===== config.mk =====
export PLATFORM = sky130hd
export DESIGN_NAME = alert_ping_scheduler_flat
export DESIGN_NICKNAME = d
export VERILOG_FILES = /design/src/rtl/alert_ping_scheduler_if.sv /design/src/rtl/alert_ping_scheduler.sv /design/src/flat_wrapper.sv
export SDC_FILE = /design/constraint.sdc
export NUM_CORES = 1
export LEC_CHECK = 0
export CAP_MARGIN = 10
export CELL_PAD_IN_SITES_DETAIL_PLACEMENT = 1
export CELL_PAD_IN_SITES_GLOBAL_PLACEMENT = 1
export CORE_MARGIN = 2
export CORE_UTILIZATION = 42
export CTS_CLUSTER_DIAMETER = 50
export DETAILED_ROUTE_END_ITERATION = 10
export GPL_TIMING_DRIVEN = 1
export PLACE_DENSITY = 0.87
export SETUP_SLACK_MARGIN = 0.1
export SYNTH_ARGS = -nofsm -noshare
export SYNTH_HDL_FRONTEND = slang
export SYNTH_SLANG_ARGS = --single-unit

===== constraint.sdc =====
create_clock -name clk_i -period 4.4 [get_ports clk_i]
set_input_delay 0.88 -clock clk_i [delete_from_list [all_inputs] [get_ports clk_i]]
set_output_delay 0.88 -clock clk_i [all_outputs]
set_load 0.05 [all_outputs]

===== src/rtl/alert_ping_scheduler_if.sv =====
// Ping request/response bundle between the scheduler and the per-channel alert receivers.
// The master side is the scheduler; the slave side is the receiver bank.
interface alert_ping_scheduler_if #(
  parameter int unsigned NumAlerts = 4,
  parameter int unsigned IdxWidth  = $clog2(NumAlerts)
);
  logic [NumAlerts-1:0] ping_req_o;
  logic [NumAlerts-1:0] ping_ok_i;
  logic                 ping_fail_o;
  logic [IdxWidth-1:0]  fail_idx_o;
  logic                 busy_o;

  modport master (
    output ping_req_o,
    output ping_fail_o,
    output fail_idx_o,
    output busy_o,
    input  ping_ok_i
  );

  modport slave (
    input  ping_req_o,
    input  ping_fail_o,
    input  fail_idx_o,
    input  busy_o,
    output ping_ok_i
  );
endinterface


===== src/rtl/alert_ping_scheduler.sv =====
// Round-robin ping scheduler: pings one enabled alert channel at a time after a
// programmable idle interval and flags channels that miss the response timeout.
module alert_ping_scheduler #(
  parameter int unsigned NumAlerts = 4,
  parameter int unsigned CntWidth  = 16,
  parameter int unsigned IdxWidth  = $clog2(NumAlerts)
) (
  input  logic                 clk_i,
  input  logic                 rst_ni,
  input  logic                 en_i,
  input  logic [NumAlerts-1:0] ping_en_mask_i,
  input  logic [CntWidth-1:0]  wait_cyc_i,
  input  logic [CntWidth-1:0]  timeout_cyc_i,
  alert_ping_scheduler_if.master ping_bus
);

  typedef enum logic [1:0] {
    StIdle,
    StWait,
    StPing
  } state_e;

  state_e               state_q, state_d;
  logic [CntWidth-1:0]  cnt_q, cnt_d;
  logic [IdxWidth-1:0]  idx_q, idx_d;
  logic [IdxWidth-1:0]  last_idx_q, last_idx_d;
  logic                 fail_q, fail_d;
  logic [IdxWidth-1:0]  fail_idx_q, fail_idx_d;
  logic [NumAlerts-1:0] req_q, req_d;
  logic                 busy_q, busy_d;

  logic                 found;
  logic [IdxWidth-1:0]  pick_idx;

  function automatic logic [IdxWidth-1:0] wrap_add(input logic [IdxWidth-1:0] base,
                                                   input int unsigned         off);
    int unsigned sum;
    sum = 32'(base) + off;
    if (sum >= NumAlerts) sum = sum - NumAlerts;
    return IdxWidth'(sum);
  endfunction

  // Scan offsets from farthest to nearest so the nearest enabled channel after
  // last_idx_q wins; offset NumAlerts lands back on last_idx_q itself.
  always_comb begin
    found    = 1'b0;
    pick_idx = last_idx_q;
    for (int unsigned off = NumAlerts; off >= 1; off--) begin
      if (ping_en_mask_i[wrap_add(last_idx_q, off)]) begin
        found    = 1'b1;
        pick_idx = wrap_add(last_idx_q, off);
      end
    end
  end

  // NOTE: every signal assigned in this block gets its default first, so no
  // path through the case statements can leave one unassigned and infer a latch.
  always_comb begin
    state_d    = state_q;
    cnt_d      = cnt_q;
    idx_d      = idx_q;
    last_idx_d = last_idx_q;
    fail_d     = 1'b0;
    fail_idx_d = fail_idx_q;

    if (!en_i) begin
      state_d = StIdle;
      cnt_d   = '0;
    end else begin
      case (state_q)
        StIdle: begin
          state_d = StWait;
          cnt_d   = '0;
        end
        StWait: begin
          // Increment only below the limit, so the counter can never wrap.
          if (cnt_q < wait_cyc_i) begin
            cnt_d = cnt_q + 1'b1;
          end else begin
            cnt_d = '0;
            if (found) begin
              state_d    = StPing;
              idx_d      = pick_idx;
              last_idx_d = pick_idx;
            end
          end
        end
        StPing: begin
          // A response beats a coincident timeout; a masked-off channel aborts silently.
          if (ping_bus.ping_ok_i[idx_q] || !ping_en_mask_i[idx_q]) begin
            state_d = StWait;
            cnt_d   = '0;
          end else if (cnt_q >= timeout_cyc_i) begin
            state_d    = StWait;
            cnt_d      = '0;
            fail_d     = 1'b1;
            fail_idx_d = idx_q;
          end else begin
            cnt_d = cnt_q + 1'b1;
          end
        end
        default: begin
          state_d = StIdle;
          cnt_d   = '0;
        end
      endcase
    end
  end

  // Outputs are precomputed from the next state so they leave flops directly.
  assign req_d  = (state_d == StPing) ? (NumAlerts'(1) << idx_d) : '0;
  assign busy_d = (state_d == StPing);

  // NOTE: state registers use non-blocking assignments so every flop samples
  // the pre-edge values regardless of process evaluation order.
  always_ff @(posedge clk_i or negedge rst_ni) begin
    if (!rst_ni) begin
      state_q    <= StIdle;
      cnt_q      <= '0;
      idx_q      <= '0;
      last_idx_q <= IdxWidth'(NumAlerts - 1);
      fail_q     <= 1'b0;
      fail_idx_q <= '0;
      req_q      <= '0;
      busy_q     <= 1'b0;
    end else begin
      state_q    <= state_d;
      cnt_q      <= cnt_d;
      idx_q      <= idx_d;
      last_idx_q <= last_idx_d;
      fail_q     <= fail_d;
      fail_idx_q <= fail_idx_d;
      req_q      <= req_d;
      busy_q     <= busy_d;
    end
  end

  assign ping_bus.ping_req_o  = req_q;
  assign ping_bus.ping_fail_o = fail_q;
  assign ping_bus.fail_idx_o  = fail_idx_q;
  assign ping_bus.busy_o      = busy_q;

endmodule


===== src/flat_wrapper.sv =====
// flat-port wrapper written by rule: the top's interface ports become plain ports
module alert_ping_scheduler_flat 
#(
  parameter int unsigned NumAlerts = 4,
  parameter int unsigned CntWidth  = 16,
  parameter int unsigned IdxWidth  = $clog2(NumAlerts)
)
  (clk_i, rst_ni, en_i, ping_en_mask_i, wait_cyc_i, timeout_cyc_i, ping_bus_ping_req_o, ping_bus_ping_fail_o, ping_bus_fail_idx_o, ping_bus_busy_o, ping_bus_ping_ok_i);
  alert_ping_scheduler_if #(.NumAlerts(NumAlerts), .IdxWidth(IdxWidth)) ping_bus_i ();
  input  logic clk_i;
  input  logic rst_ni;
  input  logic en_i;
  input  logic [NumAlerts-1:0] ping_en_mask_i;
  input  logic [CntWidth-1:0] wait_cyc_i;
  input  logic [CntWidth-1:0] timeout_cyc_i;
  output wire logic [$bits(ping_bus_i.ping_req_o)-1:0] ping_bus_ping_req_o;
  output wire logic [$bits(ping_bus_i.ping_fail_o)-1:0] ping_bus_ping_fail_o;
  output wire logic [$bits(ping_bus_i.fail_idx_o)-1:0] ping_bus_fail_idx_o;
  output wire logic [$bits(ping_bus_i.busy_o)-1:0] ping_bus_busy_o;
  input wire logic [$bits(ping_bus_i.ping_ok_i)-1:0] ping_bus_ping_ok_i;
  assign ping_bus_ping_req_o = ping_bus_i.ping_req_o;
  assign ping_bus_ping_fail_o = ping_bus_i.ping_fail_o;
  assign ping_bus_fail_idx_o = ping_bus_i.fail_idx_o;
  assign ping_bus_busy_o = ping_bus_i.busy_o;
  assign ping_bus_i.ping_ok_i = ping_bus_ping_ok_i;
  alert_ping_scheduler #(.NumAlerts(NumAlerts), .CntWidth(CntWidth), .IdxWidth(IdxWidth)) u_core (.clk_i(clk_i), .rst_ni(rst_ni), .en_i(en_i), .ping_en_mask_i(ping_en_mask_i), .wait_cyc_i(wait_cyc_i), .timeout_cyc_i(timeout_cyc_i), .ping_bus(ping_bus_i));
endmodule

## Word-level counts from Yosys, hierarchy flattened

Index checks and enable logic that the tools add are counted.

| word-level totals | value |
|---|---|
| logic and storage cells | 83 |
| register bits | 30 |
| input bits | 43 |
| output and inout bits | 8 |

| operators by class | value |
|---|---|
| equal/unequal tests | 3 |
| reductions and logical operators | 5 |
| $add $sub $neg | 9 |
| muxes and demuxes | 44 |
| bitwise operators | 2 |
| order comparisons | 11 |
| shift operators | 1 |

Operator list:

| operator | number |
|---|---|
| 2-to-1 mux 16 bit | 4 |
| 2-to-1 mux 2 bit | 17 |
| one-hot mux 16 bit (2 select lines) | 1 |
| adder 16 x 1 -> 16 bit (second input constant) | 1 |
| greater-or-equal comparator 16 bit | 1 |
| less-than comparator 16 bit | 1 |
| less-than comparator 2 x 3 -> 1 bit (second input constant) | 5 |
| 2-to-1 mux 1 bit | 14 |
| binary-select mux 1 bit (select 2 bit) | 6 |
| greater-or-equal comparator 3 bit (second input constant) | 3 |
| AND reduction 4 bit | 2 |
| subtractor 2 x 1 -> 2 bit (second input constant) | 4 |
| adder 2 x 2 -> 3 bit (second input constant) | 2 |
| one-hot mux 2 bit (3 select lines) | 1 |
| adder 2 x 3 -> 4 bit (second input constant) | 1 |
| equality test 2 bit (second input constant) | 2 |
| greater-or-equal comparator 4 x 3 -> 1 bit (second input constant) | 1 |
| 2-to-1 mux 4 bit | 1 |
| << shifter 1 x 2 -> 4 bit (first input constant) | 1 |
| adder 2 x 1 -> 3 bit (second input constant) | 1 |
| equality test 2 x 1 -> 1 bit (second input constant) | 1 |
| zero test 2 bit | 1 |
| inverter 1 bit | 2 |
| zero test 1 bit | 1 |
| logical OR 1 bit | 1 |

## Logic depth before layout (Yosys ltp)

| logic depth | value |
|---|---|
| word-level depth | 15 |
| mapped depth | 10 |
| mapped depth without buffers | 9 |

## Worst setup path before layout

OpenSTA, ideal clock, no wires.

| timing | value |
|---|---|
| path type | input to register |
| from | input port timeout_cyc_i[0] |
| to | register u_core.state_q[0] |
| required time | 4.281 ns |
| data arrival time | 2.586 ns |
| library setup time | 0.119 ns |
| path buffers | 0 |
| path slack | 1.695 ns |
| stages | 8 |
| cells stage by stage | ha_1 -> nand2b_4 -> a2111oi_4 -> nand3b_1 -> o2111ai_4 -> o32ai_2 -> o31ai_1 -> and2_1 |

| on the way | value |
|---|---|
| cells in the longest elaborated chain, start to end | 5 |

Ends and longest elaborated chain:

| element | line | RTL |
|---|---|---|
| start: declaration | flat_wrapper.sv:15 | `input logic [CntWidth-1:0] timeout_cyc_i;` |
| greater-or-equal comparator 16 bit | alert_ping_scheduler.sv:93 | `end else if (cnt_q >= timeout_cyc_i) begin` |
| 2-to-1 mux 2 bit | alert_ping_scheduler.sv:93 |  |
| 2-to-1 mux 2 bit | alert_ping_scheduler.sv:90 | `if (ping_bus.ping_ok_i[idx_q] \|\| !ping_en_mask_i[idx_q]) begin` |
| one-hot mux 2 bit (3 select lines) | alert_ping_scheduler.sv:70 | `case (state_q)` |
| 2-to-1 mux 2 bit | alert_ping_scheduler.sv:66 | `if (!en_i) begin` |
| named net u_core.state_d[0] | alert_ping_scheduler.sv:23 | `state_e state_q, state_d;` |
| end signal: assignment | alert_ping_scheduler.sv:118 | `state_q <= StIdle;` |
| end signal: assignment | alert_ping_scheduler.sv:127 | `state_q <= state_d;` |
| end: declaration | alert_ping_scheduler.sv:23 |  |

The timed path passes the listed nets, and every way through them passes these cells.
A chain may end at the register's enable or synchronous reset.

## Final worst setup path

| timing | value |
|---|---|
| from | input port timeout_cyc_i[14] |
| to | register u_core.cnt_q[15] |

| on the way | value |
|---|---|
| cells in the longest elaborated chain, start to end | 5 |

Ends and longest elaborated chain:

| element | line | RTL |
|---|---|---|
| greater-or-equal comparator 16 bit | alert_ping_scheduler.sv:93 |  |
| 2-to-1 mux 16 bit | alert_ping_scheduler.sv:93 |  |
| 2-to-1 mux 16 bit | alert_ping_scheduler.sv:90 |  |
| one-hot mux 16 bit (2 select lines) | alert_ping_scheduler.sv:70 |  |
| 2-to-1 mux 16 bit | alert_ping_scheduler.sv:66 |  |
| named net u_core.cnt_d[15] | alert_ping_scheduler.sv:24 | `logic [CntWidth-1:0] cnt_q, cnt_d;` |
| end signal: assignment | alert_ping_scheduler.sv:128 | `cnt_q <= cnt_d;` |
| end: declaration | alert_ping_scheduler.sv:24 |  |

The timed path passes the listed nets, and every way through them passes these cells.

==> out/qor.yml <==
outcome:
  status: "finished clean"
critical_path:
  r2r_start: "u_core.cnt_q[12]$_DFF_PN0_"
  endpoint_kind: "flop"
  rr_endpoint: "u_core.cnt_q[15]$_DFF_PN0_"
  cp_data_arrival_time_ns: 3.53
  crit_required_ns: 4.53
  reg2reg_setup_slack_ns: 1.61
  critPathLaunchType: "input pin"
  cp_max_fo: 16
  path_class: "input pin to flop"
  rr_worst_depth: 8
layout:
  diodes: 0
  final_layout_size_suffix_gt1_share_pct: 11.84
  areaGrowthSynthToFinish_pct: 27.68
  final_cells: 396
  fill_cells: 697
  final-seq-area_um2: 753.2
  fin_nets: 399
  multi_input_area_mm2: 0.001553
clock_tree:
  cts_hold_buf: 0
  cts_tree: "done"
  cts_sinks: 30
  cts-resized-gates: 0
  clk_latency_ns: 0.28
  numCtsBuffers: 5
  clock-root-buffer: "clkbuf_8"
  cts-htree-levels: 2
  path_clk_slew_ns: 0.06
  postCtsSetupBuffers: 0
  cts_max_path_buffers: 2
worst_hold_path:
  min_path_type: "flop to flop"
  min_from: "u_core.ping_bus.fail_idx_o[0]$_DFFE_PN0P_"
  holdPathStages: 1
  min_delay_worst_endpoint: "u_core.ping_bus.fail_idx_o[0]$_DFFE_PN0P_"
routing:
  ant_nets: 0
  num_vias: 2071
  wl_per_cell_um: 16.04
  drtIter0Drc: 67
  vias_per_cell: 5.230
  drcViolationCount: 0
  wl_um: 6350
  drt-pass1-iter-count: 4
die:
  core-area_mm2: 0.005816
  row_count: 28
  dieArea_mm2: 0.006572
  start_util_pct: 42.90
  dieHeight_um: 81.07
  fp.dieW_um: 81.07
  pin_count: 51
global_route:
  grt_antenna_before_repair: 0
  grt_use_total_pct: 20.92
  grt_pass1_vias: 2369
  overflow: 0
  grt_pass1_wl_um: 10710
  grt_max_degree: 31
timing:
  slew-limit-headroom_pct: 41.17
  clock.fmax_mhz: 294.5
  hold_slack_ns: 0.5242
  tns_ns: 0
  setup_viol: 0
  min_period_ns: 3.395
  timing.final.crit_share_pct: 77.17
  slew_viol_final: 0
  tightest_slew_ns: 0.8747
  finalHoldViolCount: 0
  rsz0062_at_grt: "no"
  clock_skew_ns: 0.004438
power_and_ir_drop:
  p_sw_uw: 153.3
  swShare_pct: 22.86
  power_frac_comb_pct: 14.9
  vdd_ir_drop_max_mv: 0.1308
  power.density_mw_per_mm2: 210.5
  intPower_uw: 517.2
  p_seq_share_pct: 41.7
  pwr-share-clk_pct: 43.3
  leakagePower_nw: 1.491
logic_synthesis:
  yosysSeqAreaShare_pct: 30.19
  synth_area_leaders: "dfrtp_1 (28%), ha_1 (18%), inv_1 (6.5%)"
  synth_warnings: 0
  synth-edff-count: 0
  synthDistinctLibCells: 50
  syn_area_per_cell_um2: 9.450
  synthDominantAreaCellType: "dfrtp_1"
  synth_area_mm2: 0.002495
  synth_nets: 343
  synthFlopType: "dfrtp_1"
  yosysTopAreaCellShare_pct: 28.08
  async_reset_ff_share_pct: 100.0
  netlist_top_cells_count: "inv_1 (43), ha_1 (36), dfrtp_1 (28), nor2_1 (19), nand2_1 (15)"
  syn_inst: 264
  ys_seq_elements: 30
  yosysMostFrequentCell: "inv_1"
placed_design:
  port_buffers: 50
  dp_cells: 388
  routabilityCongestion: 0.8025
  place_hpwl_um: 5014
run:
  drv_cap: 0
==> metrics by stage <==
| stage | instance area (µm²) | setup slack [ns] | utilization, % | total power, mW |
|---|---|---|---|---|
| after floorplan | 2495 | 1.695 | - | 0.3297 |
| after global placement | 3069 | 0.7770 | 52.78 | 0.3812 |
| after detailed placement | 3069 | 0.6965 | 52.78 | 0.3854 |
| after CTS | 3186 | 0.9784 | 54.78 | 0.6763 |
| after global routing | 3186 | 0.8370 | 54.78 | 0.6930 |
| final | 3186 | 1.005 | 54.78 | 0.6705 |
==> layer usage <==
metal / track usage (%) / vias up / routed length (µm)
met1: 25.19 / 1016 / 2804
met4: 4.407 / 0 / 48
met2: 39.34 / 33 / 3339
met5: 0 / - / 0
met3: 3.000 / 9 / 157
li1: - / 1013 / -
==> sequential cells by signal (all words and copies together) (netlist names) <==
signal / flops
u_core.idx_q: 2
u_core.last_idx_q: 2
u_core.ping_bus.busy_o: 1
u_core.ping_bus.ping_req_o: 4
u_core.state_q: 2
u_core.cnt_q: 16
u_core.ping_bus.fail_idx_o: 2
u_core.ping_bus.ping_fail_o: 1
==> power by group through the flow <==
stage | logic (mW) | clock network, mW | registers, mW
after global routing | 0.111 | 0.302 | 0.280
after CTS | 0.101 | 0.295 | 0.280
after detailed placement | 0.101 | 0 | 0.285
after floorplan | 0.0459 | 0 | 0.284
after global placement | 0.0969 | 0 | 0.284
final | 0.100 | 0.291 | 0.280
==> layout make-up <==
| type | count | area share, % |
|---|---|---|
| flip-flops and latches | 30 | 23.64 |
| multi-input cells | 189 | 48.74 |
| well taps | 75 | 2.946 |
| inverters | 43 | 5.067 |
| repair buffers | 51 | 15.95 |
| clock inverters | 1 | 0.9427 |
| clock buffers | 7 | 2.710 |
==> cells in the final DEF, fill, tap and decap left out, drive strengths merged, types with 3 or more instances in the layout <==
master and count:
nand3 9, nand3b 4, a21oi 13, nand2 16
nand4 6, xnor2 5, ha 36, dfrtp 28
inv 43, nor2b 7, clkdlybuf4s50 50, o21ai 10
nor2 29, xor2 9, clkbuf 7, mux2 4
and2 3, nor3 6
==> cells by family after synthesis <==
family	share of synthesized area [%]
AOI/OAI and AO/OA	14.69
xor gates and xnor gates	4.915
adders and majority gates	18.05
buffers and inverters	7.573
DFF	30.19
muxes	3.410
and+or+nand+nor	21.16
==> worst max-delay path, cell delays in order <==
cell	delay, ns
clkdlybuf4s50_1	0.45
inv_1	0.04
ha_1	0.30
nand4_1	0.20
nor3_1	0.32
nand3b_1	0.17
o2111ai_4	0.18
nor3_4	0.10
o211ai_4	0.75
nor2_1	0.12
==> worst max path at each step <==
stage	start	to	slack [ns]	cells past startpoint
after floorplan	timeout_cyc_i[0]	u_core.state_q[0]$_DFF_PN0_	1.69	8
after global placement	timeout_cyc_i[13]	u_core.cnt_q[15]$_DFF_PN0_	0.78	10
after detailed placement	timeout_cyc_i[14]	u_core.cnt_q[3]$_DFF_PN0_	0.70	10
after CTS	timeout_cyc_i[14]	u_core.cnt_q[4]$_DFF_PN0_	0.98	10
after global routing	timeout_cyc_i[14]	u_core.cnt_q[5]$_DFF_PN0_	0.84	10
final	timeout_cyc_i[14]	u_core.cnt_q[15]$_DFF_PN0_	1.00	10
(Power assumes the default switching activity.)
